[src/rtl/sva_thread_sched_if.sv]
// sva_thread_sched_if: request/response handshake between the thread scheduler and the next-state evaluator.
interface sva_thread_sched_if #(parameter int STATE_W = 8);
    logic               req_vld;
    logic               req_rdy;
    logic [STATE_W-1:0] req_state;
    logic               rsp_vld;
    logic               rsp_active;
    logic [STATE_W-1:0] rsp_state;
    logic               rsp_succ;
    logic               rsp_fail;
    modport master (output req_vld, req_state, input req_rdy, rsp_vld, rsp_active, rsp_state, rsp_succ, rsp_fail);
    modport slave (input req_vld, req_state, output req_rdy, rsp_vld, rsp_active, rsp_state, rsp_succ, rsp_fail);
endinterface

[src/rtl/sva_thread_sched.sv]
// sva_thread_sched: per-tick walk of live assertion threads through the evaluator, in-place compaction, one spawn per round.
module sva_thread_sched #(
    parameter int SLOT_NUM   = 4,
    parameter int STATE_W    = 8,
    parameter int INIT_STATE = 0,
    parameter int TIMER_W    = 8,
    localparam int IDX_W     = $clog2(SLOT_NUM + 1)
) (
    input  logic                sys_clk,
    input  logic                sys_rst,
    input  logic                flush,
    input  logic                tick,
    sva_thread_sched_if.master  eval,
    output logic                busy,
    output logic                round_done,
    output logic [IDX_W-1:0]    live_cnt,
    output logic [15:0]         succ_cnt,
    output logic [15:0]         fail_cnt,
    output logic [TIMER_W-1:0]  succ_age,
    output logic                overflow,
    output logic                tick_miss
);
    localparam int DEPTH = 1 << IDX_W;
    typedef enum logic [1:0] {IDLE, ISSUE, WAIT, COMMIT} state_t;
    state_t state_q, state_d;
    logic [IDX_W-1:0] rd_idx, wr_idx, rd_nxt;
    logic spawn_phase, rsp_fire, room, slot_wr;
    logic [TIMER_W-1:0] round_id, cur_start;
    logic [STATE_W-1:0] slot_state [DEPTH];
    logic [TIMER_W-1:0] slot_start [DEPTH];

    assign rsp_fire = state_q == WAIT && eval.rsp_vld;
    assign room = wr_idx != IDX_W'(SLOT_NUM);
    assign slot_wr = rsp_fire && eval.rsp_active && room;
    assign rd_nxt = rd_idx + IDX_W'(1);
    assign cur_start = spawn_phase ? round_id : slot_start[rd_idx];
    assign eval.req_vld = state_q == ISSUE;
    assign eval.req_state = spawn_phase ? STATE_W'(INIT_STATE) : slot_state[rd_idx];
    assign busy = state_q != IDLE;
    assign round_done = state_q == COMMIT;
    assign overflow = rsp_fire && eval.rsp_active && spawn_phase && !room;
    assign tick_miss = tick && busy && !flush;

    always_comb begin
        state_d = state_q;
        unique case (state_q)
            IDLE:   state_d = tick ? ISSUE : IDLE;
            ISSUE:  state_d = eval.req_rdy ? WAIT : ISSUE;
            WAIT:   state_d = !eval.rsp_vld ? WAIT : spawn_phase ? COMMIT : ISSUE;
            COMMIT: state_d = IDLE;
        endcase
        if (flush) state_d = IDLE;
    end

    always_ff @(posedge sys_clk or posedge sys_rst) begin
        if (sys_rst) begin
            state_q     <= IDLE;
            rd_idx      <= '0;
            wr_idx      <= '0;
            spawn_phase <= 1'b0;
            round_id    <= '0;
            live_cnt    <= '0;
            succ_cnt    <= '0;
            fail_cnt    <= '0;
            succ_age    <= '0;
        end else begin
            state_q <= state_d;
            if (flush) begin
                round_id    <= '0;
                live_cnt    <= '0;
                rd_idx      <= '0;
                wr_idx      <= '0;
                spawn_phase <= 1'b0;
            end else begin
                if (state_q == IDLE && tick) begin
                    round_id    <= round_id + TIMER_W'(1);
                    rd_idx      <= '0;
                    wr_idx      <= '0;
                    spawn_phase <= live_cnt == '0;
                end
                if (rsp_fire) begin
                    if (slot_wr) wr_idx <= wr_idx + IDX_W'(1);
                    if (eval.rsp_succ) begin
                        succ_cnt <= succ_cnt + 16'(!(&succ_cnt));
                        succ_age <= round_id - cur_start;
                    end
                    if (eval.rsp_fail) fail_cnt <= fail_cnt + 16'(!(&fail_cnt));
                    if (!spawn_phase) begin
                        rd_idx      <= rd_nxt;
                        spawn_phase <= rd_nxt == live_cnt;
                    end
                end
                if (state_q == COMMIT) live_cnt <= wr_idx;
            end
        end
    end

    // Survivors land at wr_idx <= rd_idx, so a slot is only overwritten after it has been read.
    always_ff @(posedge sys_clk) begin
        if (slot_wr) begin
            slot_state[wr_idx] <= eval.rsp_state;
            slot_start[wr_idx] <= cur_start;
        end
    end
endmodule
[src/flat_wrapper.sv]
// flat-port wrapper written by rule: the top's interface ports become plain ports
module sva_thread_sched_flat 
#(
    parameter int SLOT_NUM   = 4,
    parameter int STATE_W    = 8,
    parameter int INIT_STATE = 0,
    parameter int TIMER_W    = 8,
    localparam int IDX_W     = $clog2(SLOT_NUM + 1)
)
  (sys_clk, sys_rst, flush, tick, busy, round_done, live_cnt, succ_cnt, fail_cnt, succ_age, overflow, tick_miss, eval_req_vld, eval_req_state, eval_req_rdy, eval_rsp_vld, eval_rsp_active, eval_rsp_state, eval_rsp_succ, eval_rsp_fail);
  sva_thread_sched_if #(.STATE_W(STATE_W)) eval_i ();
  input  logic sys_clk;
  input  logic sys_rst;
  input  logic flush;
  input  logic tick;
  output logic busy;
  output logic round_done;
  output logic [IDX_W-1:0] live_cnt;
  output logic [15:0] succ_cnt;
  output logic [15:0] fail_cnt;
  output logic [TIMER_W-1:0] succ_age;
  output logic overflow;
  output logic tick_miss;
  output wire logic [$bits(eval_i.req_vld)-1:0] eval_req_vld;
  output wire logic [$bits(eval_i.req_state)-1:0] eval_req_state;
  input wire logic [$bits(eval_i.req_rdy)-1:0] eval_req_rdy;
  input wire logic [$bits(eval_i.rsp_vld)-1:0] eval_rsp_vld;
  input wire logic [$bits(eval_i.rsp_active)-1:0] eval_rsp_active;
  input wire logic [$bits(eval_i.rsp_state)-1:0] eval_rsp_state;
  input wire logic [$bits(eval_i.rsp_succ)-1:0] eval_rsp_succ;
  input wire logic [$bits(eval_i.rsp_fail)-1:0] eval_rsp_fail;
  assign eval_req_vld = eval_i.req_vld;
  assign eval_req_state = eval_i.req_state;
  assign eval_i.req_rdy = eval_req_rdy;
  assign eval_i.rsp_vld = eval_rsp_vld;
  assign eval_i.rsp_active = eval_rsp_active;
  assign eval_i.rsp_state = eval_rsp_state;
  assign eval_i.rsp_succ = eval_rsp_succ;
  assign eval_i.rsp_fail = eval_rsp_fail;
  sva_thread_sched #(.SLOT_NUM(SLOT_NUM), .STATE_W(STATE_W), .INIT_STATE(INIT_STATE), .TIMER_W(TIMER_W)) u_core (.sys_clk(sys_clk), .sys_rst(sys_rst), .flush(flush), .tick(tick), .eval(eval_i), .busy(busy), .round_done(round_done), .live_cnt(live_cnt), .succ_cnt(succ_cnt), .fail_cnt(fail_cnt), .succ_age(succ_age), .overflow(overflow), .tick_miss(tick_miss));
endmodule
[config.mk]
export PLATFORM = sky130hd
export DESIGN_NAME = sva_thread_sched_flat
export DESIGN_NICKNAME = d
export VERILOG_FILES = /design/src/rtl/sva_thread_sched_if.sv /design/src/rtl/sva_thread_sched.sv /design/src/flat_wrapper.sv
export SDC_FILE = /design/constraint.sdc
export NUM_CORES = 1
export LEC_CHECK = 0
export CAP_MARGIN = 20
export CORE_MARGIN = 2
export CORE_UTILIZATION = 28
export CTS_CLUSTER_DIAMETER = 30
export DETAILED_ROUTE_END_ITERATION = 10
export PLACE_DENSITY_LB_ADDON = 0.25
export SLEW_MARGIN = 20
export SYNTH_ARGS = -nofsm -noshare
export SYNTH_HDL_FRONTEND = slang
export SYNTH_SLANG_ARGS = --single-unit
[constraint.sdc]
create_clock -name sys_clk -period 4.4 [get_ports sys_clk]
set_input_delay 0.66 -clock sys_clk [delete_from_list [all_inputs] [get_ports sys_clk]]
set_output_delay 0.66 -clock sys_clk [all_outputs]
set_load 0.05 [all_outputs]
==> flow_metrics.env, run 1 <==
export IMPL_status="finished, final reports clean"
export IMPL_syn_area_per_cell_sq_um=14.8
export IMPL_cts_resized_gates=0
export IMPL_p_comb_share_pct=8.3
export IMPL_met2WireLength_microns=8150
export IMPL_max_cap_violations=0
export IMPL_core_sq_um=28500
export IMPL_hpwl_microns=11000
export IMPL_synthDominantCellAreaShare_pct=47.8
export IMPL_die_w_microns=173
export IMPL_gp_congestion=0.760
export IMPL_overflow=0
export IMPL_die_h_microns=173
export IMPL_synth_seq_area_share_pct=66.5
export IMPL_top_layer="met4"
export IMPL_routedWlPerCell_microns=16.7
export IMPL_slew_headroom_pct=52.1
export IMPL_worst_pin_slew_ns=0.717
export IMPL_final_area_sq_um=9870
export IMPL_final_max_slew_violation_count=0
export IMPL_grt_pass1_wl_microns=27400
export IMPL_fmax_ghz=0.265
export IMPL_setup_viol=0
export IMPL_pre_cts_ws_ns=0.943
export IMPL_num_io_pins=73
export IMPL_p_leak_nw=3.55
export IMPL_fill_cells=2776
export IMPL_drt_pass1_iterations=4
export IMPL_root_buffer="clkbuf_16"
export IMPL_clock_sinks=188
export IMPL_io_buffers=72
export IMPL_h_tree_depth=4
export IMPL_critPathLaunch="u_core.rd_idx[0]"
export IMPL_fin_skew_ns=0.0123
export IMPL_synthCells=544
export IMPL_ys_flop_type="edfxtp_1"
export IMPL_antenna_found_initial=0
export IMPL_grt_max_degree=34
export IMPL_grt_use_total_pct=11.9
export IMPL_wl_met3_microns=692
export IMPL_start_util_pct=28.2
export IMPL_drive_gt1_share_pct=12.9
export IMPL_fin_cells=1027
export IMPL_cts_buffers=17
export IMPL_pwr_share_seq_pct=51.3
export IMPL_crit_fanout=22
export IMPL_syn_area_sq_um=8040
export IMPL_cts_tree="yes"
export IMPL_final_core_util_pct=34.7
export IMPL_power_density_nw_per_um2=385
export IMPL_cts_hold_buf=0
export IMPL_r2r_start="u_core.rd_idx[0]"
export IMPL_synth_edf_count=128
export IMPL_placed_cell_area_sq_um=9270
export IMPL_placedCellCount=995
export IMPL_yosys_top_cells_area="edfxtp_1 (48%), dfrtp_1 (19%), mux4_2 (8.7%)"
export IMPL_pwr_share_clk_pct=40.4
export IMPL_grt_setup_unrepaired="no"
export IMPL_ys_seq_elements=188
export IMPL_via_count=4677
export IMPL_async_reset_ff_share_pct=31.9
export IMPL_vias_per_cell=4.55
export IMPL_clock_latency_ns=0.44
export IMPL_hp_class="reg2reg"
export IMPL_m1WireLength_microns=8140
export IMPL_drtIter0Drc=273
export IMPL_period_share_pct=85.9
export IMPL_drt_wl_total_microns=17200
export IMPL_syn_nets=577
export IMPL_area_delta_synth_final_pct=22.7
export IMPL_synthDistinctLibCells=42
export IMPL_path_clk_slew_ns=0.08
export IMPL_startpoint_type="flip-flop"
export IMPL_yosysWarningCount=0
export IMPL_switchingPower_uw=995
export IMPL_cp_required_ns=3.74
export IMPL_seqCellArea_sq_um=5350
export IMPL_nets=663
export IMPL_fin_crit_ns=3.78
export IMPL_cts_setup_buffers=0
export IMPL_grt_pass1_vias=4852
export IMPL_ir_worst_vdd_mv=0.254
export IMPL_fin_ws_ns=0.620
export IMPL_switching_share_pct=26.2
export IMPL_hp_start="u_core.succ_age[7]"
export IMPL_fin_setup_tns_ns=0
export IMPL_clk_path_buf_depth=2
export IMPL_cp_end_kind="primary output"
export IMPL_internal_power_mw=2.80
export IMPL_antenna_cells=0
export IMPL_antenna_left=0
export IMPL_yosys_area_top_type="edfxtp_1"
export IMPL_die_area_sq_um=30100
export IMPL_hold_viol_final=0
export IMPL_path_class="reg2out"
export IMPL_multi_input_area_sq_um=2550
export IMPL_drc=0
export IMPL_worstPathArrival_ns=3.12
export IMPL_row_count=62
==> synthesized netlist by cell type (all sizes together) (2+ instances only) <==
master    n
edfxtp  128
nand2    63
dfrtp    60
nor2     40
mux4     32
xnor2    25
xor2     18
inv      17
mux2i    17
a21oi    16
nand3    16
ha       15
clkbuf   13
nand4    13
o21a      8
o21ai     8
nor3      7
and3      6
buf       6
nor2b     5
nor3b     4
a21o      3
and2      3
nand2b    3
a22oi     2
and4      2
mux2      2
o21bai    2
o31ai     2
or3       2
==> path summary, 6_finish.rpt <==
path	endpoint	slack (ns)	depth (start not counted)
min in group asynchronous	u_core.live_cnt[0]	0.64	2
setup / recovery	eval_req_state[3]	0.62	5
hold / removal	u_core.succ_age[7]	0.49	2
hold reg to reg	u_core.succ_age[7]	0.49	2
max in group asynchronous	u_core.succ_age[3]	2.90	3
setup reg to reg	u_core.succ_age[5]	0.99	11
==> cells in the final DEF, fill, tap and decap left out, types with 5 or more instances in the layout <==
cell type | netlist | routed
a21oi_1 | 16 | 16
nor2b_1 | 5 | 5
o21a_1 | 8 | 8
nor3_1 | 7 | 5
nand3_1 | 16 | 16
and3_1 | 6 | 6
clkbuf_16 | 0 | 17
inv_1 | 17 | 16
buf_4 | 1 | 14
mux4_2 | 31 | 31
nand2_1 | 63 | 63
xnor2_1 | 25 | 25
mux2i_1 | 17 | 17
nand4_1 | 13 | 13
xor2_1 | 18 | 18
o21ai_1 | 5 | 5
edfxtp_1 | 128 | 128
dfrtp_1 | 60 | 59
clkdlybuf4s50_1 | 0 | 72
ha_1 | 15 | 15
nor2_1 | 40 | 40
inv_8 | 0 | 5
==> cell families (layout without fill, tap and decap cells) <==
group / count (synthesis) / after routing / share of synthesized area, %
adder cells (fa/ha/maj): 16 / 16 / 2.58
AND/OR/NAND/NOR: 167 / 167 / 9.71
multiplexers: 51 / 51 / 11.4
flip-flops: 188 / 188 / 66.5
XOR/XNOR: 43 / 43 / 4.68
buffers and inverters: 36 / 135 / 1.87
AO/OA/AOI/OAI: 43 / 43 / 3.27
==> critical path, stage by stage, from the launching register on <==
cell and delay [ns]:
dfrtp_2 0.66, buf_4 0.50, mux4_2 0.57, mux2i_1 0.17, nor2_1 0.06, clkdlybuf4s50_1 0.70
==> per-stage QoR <==
step | total power, mW | hold WS [ns]
2_1_floorplan | 2.18 | 0.541
3_3_place_gp | 2.30 | 0.470
3_5_place_dp | 2.31 | 0.478
4_1_cts | 3.85 | 0.497
5_1_grt | 3.95 | 0.517
6_report | 3.79 | 0.487
==> metal layers <==
layer  up-vias  track usage [%]
met2       104             19.1
li1       2182                -
met4         0             3.78
met5         -                0
met3        13             2.81
met1      2378             15.9
==> power groups by stage <==
stage | Sequential [mW] | Clock, mW | Combinational (mW)
after floorplan | 2.05 | 0 | 0.132
after global placement | 1.99 | 0 | 0.315
after detailed placement | 1.99 | 0 | 0.321
after CTS | 1.95 | 1.58 | 0.322
after global routing | 1.95 | 1.65 | 0.344
final | 1.95 | 1.53 | 0.316
==> registers in the layout, summed over array words and instances (netlist names) <==
name / cells
u_core.spawn_phase: 1
u_core.rd_idx: 3
u_core.slot_state: 64
u_core.succ_cnt: 16
u_core.round_id: 8
u_core.succ_age: 8
u_core.state_q: 2
u_core.fail_cnt: 16
u_core.slot_start: 64
u_core.live_cnt: 3
u_core.wr_idx: 3
==> final cells by class <==
cell class | count | area share, %
timing repair buffer | 86 | 8.37
clock buffer | 18 | 4.35
sequential | 188 | 54.2
inverter | 17 | 0.647
tap | 384 | 4.87
clock inverter | 14 | 1.67
multi-input combinational | 320 | 25.9
Note: power is estimated with default switching activity, not from simulation.
==> inputs of run 2 (changes only) <==
- RECOVER_POWER: default -> 100
- SLEW_MARGIN: 20 -> default
==> flow_metrics.env, run 2 (same netlist as run 1, synthesis figures left out) <==
export IMPL_antenna_found_initial=0
export IMPL_fin_skew_ns=0.0104
export IMPL_hold_viol_final=0
export IMPL_num_io_pins=73
export IMPL_grt_pass1_wl_microns=27400
export IMPL_fmax_ghz=0.258
export IMPL_grt_use_total_pct=11.9
export IMPL_grt_max_degree=34
export IMPL_drive_gt1_share_pct=10.4
export IMPL_drt_pass1_iterations=4
export IMPL_slew_headroom_pct=-5.91
export IMPL_fin_setup_tns_ns=0
export IMPL_hp_class="reg2reg"
export IMPL_violations="capacitance limit, slew limit"
export IMPL_antenna_left=0
export IMPL_die_h_microns=173
export IMPL_grt_setup_unrepaired="no"
export IMPL_drtIter0Drc=291
export IMPL_gp_congestion=0.760
export IMPL_pre_cts_ws_ns=0.943
export IMPL_crit_fanout=22
export IMPL_cts_setup_buffers=0
export IMPL_cp_end_kind="primary output"
export IMPL_pwr_share_seq_pct=51.5
export IMPL_cts_tree="yes"
export IMPL_setup_viol=0
export IMPL_routedWlPerCell_microns=16.7
export IMPL_area_delta_synth_final_pct=22.0
export IMPL_path_class="reg2out"
export IMPL_nets=663
export IMPL_pwr_share_clk_pct=40.6
export IMPL_clk_path_buf_depth=2
export IMPL_status="finished, violations left"
export IMPL_start_util_pct=28.2
export IMPL_max_cap_violations=1
export IMPL_antenna_cells=0
export IMPL_worstPathArrival_ns=3.21
export IMPL_hpwl_microns=11000
export IMPL_h_tree_depth=4
export IMPL_clock_latency_ns=0.43
export IMPL_cts_hold_buf=0
export IMPL_fill_cells=2787
export IMPL_layout_commonest_cell="edfxtp_1"
export IMPL_clock_sinks=188
export IMPL_internal_power_mw=2.79
export IMPL_startpoint_type="flip-flop"
export IMPL_row_count=62
export IMPL_drt_wl_total_microns=17100
export IMPL_p_comb_share_pct=8.0
export IMPL_cp_required_ns=3.74
export IMPL_cts_resized_gates=0
export IMPL_overflow=0
export IMPL_path_clk_slew_ns=0.08
export IMPL_grt_pass1_vias=4852
export IMPL_mostFrequentLayoutCells="edfxtp_1 (128), dlygate4sd3_1 (66), nand2_1 (63)"
export IMPL_io_buffers=72
export IMPL_switching_share_pct=26.4
export IMPL_drc=0
export IMPL_final_max_slew_violation_count=29
export IMPL_die_area_sq_um=30100
export IMPL_power_density_nw_per_um2=385
export IMPL_die_w_microns=173
export IMPL_ir_worst_vdd_mv=0.254
export IMPL_root_buffer="clkbuf_16"
export IMPL_core_sq_um=28500
export IMPL_p_leak_nw=3.66
export IMPL_worst_pin_slew_ns=1.59
export IMPL_period_share_pct=88.0
export IMPL_fin_crit_ns=3.87
export IMPL_vias_per_cell=4.57
export IMPL_via_count=4691
export IMPL_fin_ws_ns=0.528
export IMPL_largest_registers="u_core.slot_start: 64 flops, u_core.slot_state: 64 flops"
export IMPL_switchingPower_uw=997
export IMPL_cts_buffers=17
-- run 2: per-stage QoR --
step           power (mW)  area (sq um)  cells  util (%)  hold WS [ns]
6_report             3.78          9810   1027      34.5         0.476
5_1_grt              3.93          9810   1027      34.5         0.512
4_1_cts              3.85          9870   1027      34.7         0.497
3_5_place_dp         2.31          9270    995      32.6         0.478
3_3_place_gp         2.30          9270    995      32.6         0.470
2_1_floorplan        2.18          8040    544         -         0.541
-- run 2: power by group through the flow --
stage	Sequential [mW]	Combinational [mW]	Clock (mW)
floorplan	2.05	0.132	0
global placement	1.99	0.315	0
detailed placement	1.99	0.321	0
CTS	1.95	0.322	1.58
global route	1.95	0.330	1.65
finish	1.95	0.302	1.53
-- run 2: layout make-up --
cell class,instances,area [sq um],area share [%]
multi-input combinational,320,2540,25.9
inverter,17,63.8,0.650
tap,384,480,4.90
sequential,188,5350,54.5
timing repair buffer,86,782,7.97
clock inverter,14,165,1.68
clock buffer,18,429,4.37
-- run 2: worst max-delay path: stages, from the launching register on --
cell and delay, ns:
dfrtp_2 0.66, buf_4 0.50, mux4_2 0.57, mux2i_1 0.17
nor2_1 0.06, dlygate4sd3_1 0.80
-- run 2: path summary, 6_finish.rpt --
kind,startpoint,depth (start not counted),to,slack (ns)
worst max register to register,u_core.rd_idx[0],12,u_core.succ_age[6],0.77
max in group asynchronous,sys_rst,3,u_core.succ_age[3],1.33
worst max-delay path,u_core.rd_idx[0],5,eval_req_state[3],0.53
min in group asynchronous,sys_rst,2,u_core.live_cnt[0],1.00
worst min register to register,u_core.succ_age[7],2,u_core.succ_age[7],0.48
worst min-delay path,u_core.succ_age[7],2,u_core.succ_age[7],0.48
-- run 2: per-layer routing --
| layer | global-route usage [%] | wire, microns |
|---|---|---|
| met1 | 15.9 | 8100 |
| met4 | 3.78 | 201 |
| met2 | 19.1 | 8120 |
| met5 | 0 | 0 |
| met3 | 2.81 | 720 |
